==> src/rtl/reversible_pkg.sv <==
// Shared constants and the three self-inverse gate layers of the 8-bit
// reversible scrambler network.
package reversible_pkg;

  localparam int RL_WIDTH = 8;

  localparam logic DIR_FWD = 1'b0;
  localparam logic DIR_INV = 1'b1;

  // Feynman layer: upper nibble picks up the lower nibble.
  function automatic logic [7:0] layer_feynman(input logic [7:0] b);
    logic [7:0] r;
    r      = b;
    r[7:4] = b[7:4] ^ b[3:0];
    return r;
  endfunction

  // Toffoli layer: each lower bit is toggled by an adjacent pair of upper bits.
  function automatic logic [7:0] layer_toffoli(input logic [7:0] b);
    logic [7:0] r;
    r    = b;
    r[0] = b[0] ^ (b[4] & b[5]);
    r[1] = b[1] ^ (b[5] & b[6]);
    r[2] = b[2] ^ (b[6] & b[7]);
    r[3] = b[3] ^ (b[7] & b[4]);
    return r;
  endfunction

  // Fredkin layer: bit 0 controls swapping of the upper-nibble bit pairs.
  function automatic logic [7:0] layer_fredkin(input logic [7:0] b);
    logic [7:0] r;
    r = b;
    if (b[0]) begin
      r[4] = b[5];
      r[5] = b[4];
      r[6] = b[7];
      r[7] = b[6];
    end else begin
      r = b;
    end
    return r;
  endfunction

endpackage

==> src/rtl/reversible_net.sv <==
// Combinational gate network; dir selects the forward layer order or its
// reverse, which is the exact inverse since every layer is self-inverse.
module reversible_net
  import reversible_pkg::*;
(
  input  logic       dir,
  input  logic [7:0] data,
  output logic [7:0] result
);

  logic [7:0] fwd_s;
  logic [7:0] inv_s;

  assign fwd_s = layer_fredkin(layer_toffoli(layer_feynman(data)));
  assign inv_s = layer_feynman(layer_toffoli(layer_fredkin(data)));

  // Select the network direction.
  always_comb begin
    result = fwd_s;
    case (dir)
      DIR_FWD: result = fwd_s;
      DIR_INV: result = inv_s;
      default: result = fwd_s;
    endcase
  end

endmodule

==> src/rtl/reversible_logic.sv <==
// Reversible-gate byte scrambler with a single registered output stage.
// The output register only loads on accepted bytes, so idle-cycle data never leaks.
module reversible_logic
  import reversible_pkg::*;
#(
  parameter int WIDTH = 8
) (
  input  logic       clk,
  input  logic       rst,
  input  logic       in_valid,
  input  logic       dir,
  input  logic [7:0] in,
  output logic [7:0] out,
  output logic       out_valid
);

  if (WIDTH != RL_WIDTH) begin : g_bad_width
    $error("reversible_logic: network is only defined for WIDTH=8");
  end

  logic [7:0] net_s;
  logic [7:0] out_r;
  logic       valid_r;

  reversible_net u_net (
    .dir    (dir),
    .data   (in),
    .result (net_s)
  );

  // Output and valid registers; reset wins over an input in the same cycle.
  always_ff @(posedge clk) begin
    if (rst) begin
      out_r   <= 8'h00;
      valid_r <= 1'b0;
    end else if (in_valid) begin
      out_r   <= net_s;
      valid_r <= 1'b1;
    end else begin
      out_r   <= out_r;
      valid_r <= 1'b0;
    end
  end

  assign out       = out_r;
  assign out_valid = valid_r;

endmodule

==> config.mk <==
export PLATFORM = sky130hd
export DESIGN_NAME = reversible_logic
export DESIGN_NICKNAME = d
export VERILOG_FILES = /design/src/rtl/reversible_pkg.sv /design/src/rtl/reversible_net.sv /design/src/rtl/reversible_logic.sv
export SDC_FILE = /design/constraint.sdc
export NUM_CORES = 1
export LEC_CHECK = 0
export CAP_MARGIN = 20
export CORE_UTILIZATION = 40
export CTS_BUF_LIST = sky130_fd_sc_hd__clkbuf_8
export DETAILED_ROUTE_END_ITERATION = 12
export GPL_TIMING_DRIVEN = 0
export PLACE_DENSITY = 0.66
export SLEW_MARGIN = 20
export SYNTH_ARGS = -nofsm -noshare
export SYNTH_HDL_FRONTEND = slang
export SYNTH_SLANG_ARGS = --single-unit
==> constraint.sdc <==
create_clock -name clk -period 4.54 [get_ports clk]
set_input_delay 0.681 -clock clk [delete_from_list [all_inputs] [get_ports clk]]
set_output_delay 0.681 -clock clk [all_outputs]
set_load 0.02 [all_outputs]
==> impl_metrics.csv, run 1 <==
group,metric,value,unit
clocking,cts.repair.resized,0,
timing,rsz0062_at_grt,"no",
clocking,cts_hold_buf,0,
setup_path,path_class,"input pin to register",
synth,synth_top_area_cell,"dfxtp_1",
global_routing,grt_usage,18.33,%
timing,fmax,447.0,MHz
clocking,clk_path_buf_depth,2,
timing,hold_ws,0.4415,ns
cells_and_area,num_antenna_cells,0,
power,p_leak,0.3721,nW
routing,drt_wl_total,1.817,mm
timing,hold_viol,0,
setup_path,cp.arrival,2.39,ns
cells_and_area,drive_above_1_share,10.83,%
synth,syn_nets,113,
synth,yosys_warnings,0,
clocking,cts-htree-levels,1,
global_routing,antenna_found_initial,0,
synth,synth-edff-count,0,
clocking,clkSlewWorstSetupHoldPaths,0.04,ns
cells_and_area,fin_area,0.001012,mm²
synth,synth-seq-cells,9,
timing,finClkSkew,0,ns
clocking,cts-root-buf,"clkbuf_8",
synth,synth_area_leaders,"dfxtp_1, nand2_1, nand2b_1",
cells_and_area,syn_to_final_growth,28.82,%
clocking,clk_latency,0.23,ns
synth,syn-cell-area,785.8,µm²
power,peakVddDrop,0.1302,mV
timing,maxSlewViolCount,0,
power,powerDensity,264.1,mW/mm²
floorplanning,ios,21,
place,post_dp_cell_area,967.2,µm²
setup_path,path_buf_inv,3,
status,outcome,"finished, final reports clean",
place,port_buffers,15,
routing,first_pass_iters,4,
setup_path,cp-start-kind,"input pin",
setup_path,crit_fanout,10,
routing,wire_per_inst,12.53,µm
cells_and_area,nets,133,
routing,drc,0,
setup_path,cp_slowest_cell,"clkdlybuf4s50_1",
timing,min_period,2.237,ns
global_routing,grt_pass1_wl,2.746,mm
synth,async_reset_ff_share,0,%
synth,synthCells,101,
setup_path,crit_path_max_incr_delay,0.50,ns
synth,seq_area_frac_synth,22.93,%
synth,synth_top_flop_cell,"dfxtp_1",
timing,fin_setup_tns,0,ns
routing,route.antenna.remaining_nets,0,
timing,fin_crit_sh,49.28,%
power,pwr-share-comb,32.7,%
clocking,postCtsSetupBuffers,0,
timing,tightestPinTransition,0.5074,ns
power,seq_power_share,33.0,%
place,dp_hpwl,1.340,mm
setup_path,endpoint_kind,"register",
floorplanning,die_area,0.002146,mm²
floorplanning,initial_utilization,44.07,%
synth,synth_cell_types,43,
cells_and_area,fillCellCount,184,
floorplanning,num_rows,15,
global_routing,grt_max_degree,11,
place,place_congestion,0.8123,
clocking,cts_tree,"built",
global_routing,gr-total-overflow,0,
timing,setup_viol,0,
routing,via_per_inst,5.324,
power,p_switching,0.08197,mW
power,internal_power,0.1853,mW
run,max-cap-violations,0,
synth,synth_top_area_share,22.93,%
power,switching_share,30.67,%
power,finalPower,0.2673,mW
global_routing,grt_pass1_vias,632,
routing,num_vias,772,
floorplanning,core-area,0.001783,mm²
floorplanning,fp.dieH,46.32,µm
routing,drtIter0Drc,13,
clocking,numCtsBuffers,3,
setup_path,cp.required,4.69,ns
synth,avgSynthCellArea,7.780,µm²
floorplanning,die_x,46.32,µm
min_path,hold_class,"register to register",
timing,relSlewSlack,66.17,%
power,power_frac_clock,34.4,%
setup_path,cp_cell_sequence,"clkdlybuf4s50_1, clkbuf_1, inv_2, a32oi_1, xnor2_1, a21oi_1, a211oi_1",
clocking,cts_sinks,9,
setup_path,cp_top_family,"buffers and inverters",
-- flip-flops by register name, summed over array words and instances (netlist names) --
register   cells
out            8
out_valid      1
-- cells by family after synthesis --
kind of cell    after synthesis  synth area share (%)
simple gates                 35                 21.66
compound gates               29                 27.55
buf+inv                      16                 9.554
flops                         9                 22.93
xor+xnor                      7                 10.19
mux                           4                 6.847
fa+ha+maj                     1                 1.274
-- cell usage in the layout (no fill, tap or decap), types with 2 or more instances in the layout --
cell,count
clkbuf_8,3
a22o_1,2
inv_2,2
xor2_1,2
nor2_1,7
a211oi_1,3
nor3b_1,3
o21ai_0,3
clkdlybuf4s50_1,15
a21oi_1,5
buf_2,3
nand2b_1,7
nor3_1,2
dfxtp_1,9
inv_1,3
nand3_1,2
nand2_1,12
xnor2_1,4
mux2i_1,2
clkbuf_1,6
-- area by class of cell --
cell class / count / area, µm² / share of cell area (%)
plain buffers: 12 / 60.06 / 5.933
repair buffers: 15 / 150.1 / 14.83
clock buffers: 3 / 41.29 / 4.079
clock inverters: 1 / 3.754 / 0.3708
well taps: 25 / 31.28 / 3.090
multi-input cells: 76 / 530.5 / 52.41
inverters: 4 / 15.01 / 1.483
flip-flops and latches: 9 / 180.2 / 17.80
-- worst min-delay path, stage by stage, from the launching register on --
cell	delay [ns]
dfxtp_1	0.30
nand2_1	0.05
nand2_1	0.04
-- metal layers --
metal	up-vias	GRT usage, %	part of all wire, %
met1	351	23.78	48
met2	19	27.78	47
met3	5	3.529	3.0
met4	0	10.59	2.5
li1	397	-	-
met5	-	0	0
-- worst paths after layout --
check	endpoint	start	slack (ns)	cells after the start
setup reg to reg	out[6]$_SDFFE_PP0P_	out[6]$_SDFFE_PP0P_	3.85	2
hold reg to reg	out[2]$_SDFFE_PP0P_	out[2]$_SDFFE_PP0P_	0.44	2
hold / removal	out[2]$_SDFFE_PP0P_	out[2]$_SDFFE_PP0P_	0.44	2
setup / recovery	out[5]$_SDFFE_PP0P_	in[7]	2.30	7
-- synthesized netlist by cell type (all sizes together), types with 3 or more instances --
master,n
clkbuf,6
dfxtp,9
o21ai,4
nand2,12
buf,6
a21oi,5
xnor2,4
mux2i,3
a211oi,3
nand2b,7
nor2,7
nor3b,3
inv,4
xor2,3
-- power groups by stage --
stage / registers [mW] / clock network [mW] / logic (mW)
after floorplan: 0.0971 / 0 / 0.0515
after global placement: 0.0893 / 0 / 0.0861
after detailed placement: 0.0897 / 0 / 0.0867
after CTS: 0.0882 / 0.0938 / 0.0872
after global routing: 0.0885 / 0.100 / 0.0951
final: 0.0882 / 0.0919 / 0.0873
-- through the flow --
| step | utilization [%] | setup slack (ns) | instances |
|---|---|---|---|
| after floorplan | - | 2.586 | 101 |
| after global placement | 54.25 | 2.075 | 141 |
| after detailed placement | 54.25 | 2.065 | 141 |
| after CTS | 56.77 | 2.300 | 145 |
| after global routing | 56.77 | 2.157 | 145 |
| final | 56.77 | 2.303 | 145 |
Power figures use the tool's default switching activity.
==> run 2: changes to the inputs <==
- clock period: 4.54 -> 2.25 ns (I/O delays scaled with it)
==> results of run 2 <==
Same layout as run 1 (identical final DEF). Status: finished, final reports clean.
Main changes from that run: setup slack after placement 2.065 ns -> 0.1190 ns; setup slack after layout 2.303 ns -> 0.3563 ns; register-to-register setup slack 3.85 ns -> 1.56 ns; total power 0.2673 mW -> 0.5394 mW; worst IR drop on VDD 0.1302 mV -> 0.2627 mV
==> run 3: changes to the inputs <==
- clock period: 2.25 -> 1.8 ns (I/O delays scaled with it)
==> run 3 against run 2 <==
Compared with the run above:
- setup slack got worse by 0.24 ns
- design area increased by 0.37%
- final cell count stayed put
- hold slack worse by 0.051 ns
- sequential cell count did not move
- first-iteration DRC count grew 62%
- global-route usage unchanged
- combinational power is 26% higher
- register-to-register slack got worse by 0.45 ns
- clock power increased by 25%
- non-clock buffer count did not move
==> impl_metrics.csv, run 3 (same netlist as run 1, synthesis figures left out) <==
group,metric,value,unit
clocking,cts_sinks,9,
power,finalPower,0.6743,mW
place,port_buffers,15,
clocking,cts_tree,"built",
clocking,postCtsSetupBuffers,0,
timing,fin_crit_sh,93.66,%
cells_and_area,largest_register_ffs,8,
setup_path,cp-start-kind,"input pin",
routing,drc,0,
place,pre_cts_ws,-0.2635,ns
floorplanning,initial_utilization,44.07,%
setup_path,cp.required,1.98,ns
setup_path,endpoint_kind,"register",
floorplanning,die_x,46.32,µm
cells_and_area,fin_area,0.001016,mm²
place,post_dp_cell_area,967.2,µm²
routing,num_vias,791,
timing,maxSlewViolCount,0,
timing,tightestPinTransition,0.5011,ns
global_routing,gr-total-overflow,0,
cells_and_area,fillCellCount,184,
routing,wire_per_inst,12.46,µm
routing,via_per_inst,5.455,
floorplanning,fp.dieH,46.32,µm
status,outcome,"finished, final reports clean",
routing,route.antenna.remaining_nets,0,
floorplanning,core-area,0.001783,mm²
min_path,min_from,"rst",
routing,drtIter0Drc,21,
clocking,clk_path_buf_depth,2,
min_path,hold_class,"input pin to register",
cells_and_area,syn_to_final_growth,29.30,%
setup_path,r2r_start,"out[6]$_SDFFE_PP0P_",
routing,first_pass_iters,4,
cells_and_area,nets,133,
global_routing,grt_pass1_wl,2.746,mm
clocking,clkSlewWorstSetupHoldPaths,0.04,ns
global_routing,grt_usage,18.33,%
power,p_leak,0.3810,nW
routing,drt_wl_total,1.806,mm
clocking,cts-htree-levels,1,
timing,relSlewSlack,66.60,%
power,powerDensity,663.7,mW/mm²
cells_and_area,num_antenna_cells,0,
clocking,clk_latency,0.23,ns
floorplanning,die_area,0.002146,mm²
place,place_congestion,0.8123,
timing,setup_viol,0,
global_routing,grt_pass1_vias,632,
timing,rsz0062_at_grt,"no",
cells_and_area,layout_common_cells,"clkdlybuf4s50_1, nand2_1, dfxtp_1",
setup_path,crit_start,"in[0]",
timing,hold_viol,0,
timing,setup_ws,0.1142,ns
cells_and_area,drive_above_1_share,13.33,%
timing,fmax,593.2,MHz
setup_path,path_class,"input pin to register",
setup_path,crit_fanout,10,
timing,fin_setup_tns,0,ns
cells_and_area,final_common_cell,"clkdlybuf4s50_1",
floorplanning,ios,21,
timing,finClkSkew,0,ns
clocking,numCtsBuffers,3,
power,peakVddDrop,0.3285,mV
clocking,cts_hold_buf,0,
setup_path,cp.arrival,1.86,ns
cells_and_area,fin_util,56.98,%
floorplanning,num_rows,15,
timing,min_period,1.686,ns
clocking,cts-root-buf,"clkbuf_8",
global_routing,grt_max_degree,11,
global_routing,antenna_found_initial,0,
run,max-cap-violations,0,
place,dp_hpwl,1.340,mm
==> run 3: cell count changes in the layout (fill, tap and decap cells not counted), sizes merged <==
cell / previous run / this run
clkbuf: 9 / 10
buf: 6 / 5
==> run 3: cell type report <==
type                            instances  area, µm²  area share, %
Timing Repair Buffer                   15      150.1          14.78
Inverter                                4      15.01          1.478
Clock inverter                          1      3.754         0.3695
Buffer                                 12      63.81          6.281
Sequential cell                         9      180.2          17.73
Clock buffer                            3      41.29          4.064
Multi-Input combinational cell         76      530.5          52.22
Tap cell                               25      31.28          3.079
==> run 3: power breakdown <==
part | internal (mW) | total, mW | switching [mW]
Sequential | 0.216 | 0.222 | 0.00690
Combinational | 0.104 | 0.221 | 0.117
Clock | 0.149 | 0.231 | 0.0824
==> run 3: path summary, 6_finish.rpt <==
check        depth (start not counted)             endpoint  slack [ns]
min reg2reg                          2  out[2]$_SDFFE_PP0P_        0.44
min                                  2  out[4]$_SDFFE_PP0P_        0.39
max                                  7  out[7]$_SDFFE_PP0P_        0.11
max reg2reg                          2  out[6]$_SDFFE_PP0P_        1.11
==> run 3: critical path, stage by stage <==
cell	delay (ns)
clkdlybuf4s50_1	0.52
buf_2	0.21
nand2_1	0.06
o22ai_1	0.20
nor3b_1	0.09
a2111oi_1	0.34
a22o_1	0.18
==> run 3: per-layer routing <==
| layer | GRT usage [%] | vias to the layer above | share of wire, % |
|---|---|---|---|
| li1 | - | 400 | - |
| met1 | 23.78 | 359 | 47 |
| met2 | 27.78 | 27 | 45 |
| met3 | 3.529 | 5 | 4.7 |
| met4 | 10.59 | 0 | 2.5 |
| met5 | 0 | - | 0 |
==> run 3: timing repair <==
item,4_1_cts,5_1_grt
endpoints found under the setup margin,1,6
pin swaps,0,0
gates cloned,0,0
resized for setup,1,3
==> run 3: stage by stage <==
stage               hold slack, ns  instances
floorplan                   0.4254        101
global placement            0.4315        141
detailed placement          0.4395        141
CTS                         0.3811        145
global route                0.4170        145
finish                      0.3904        145
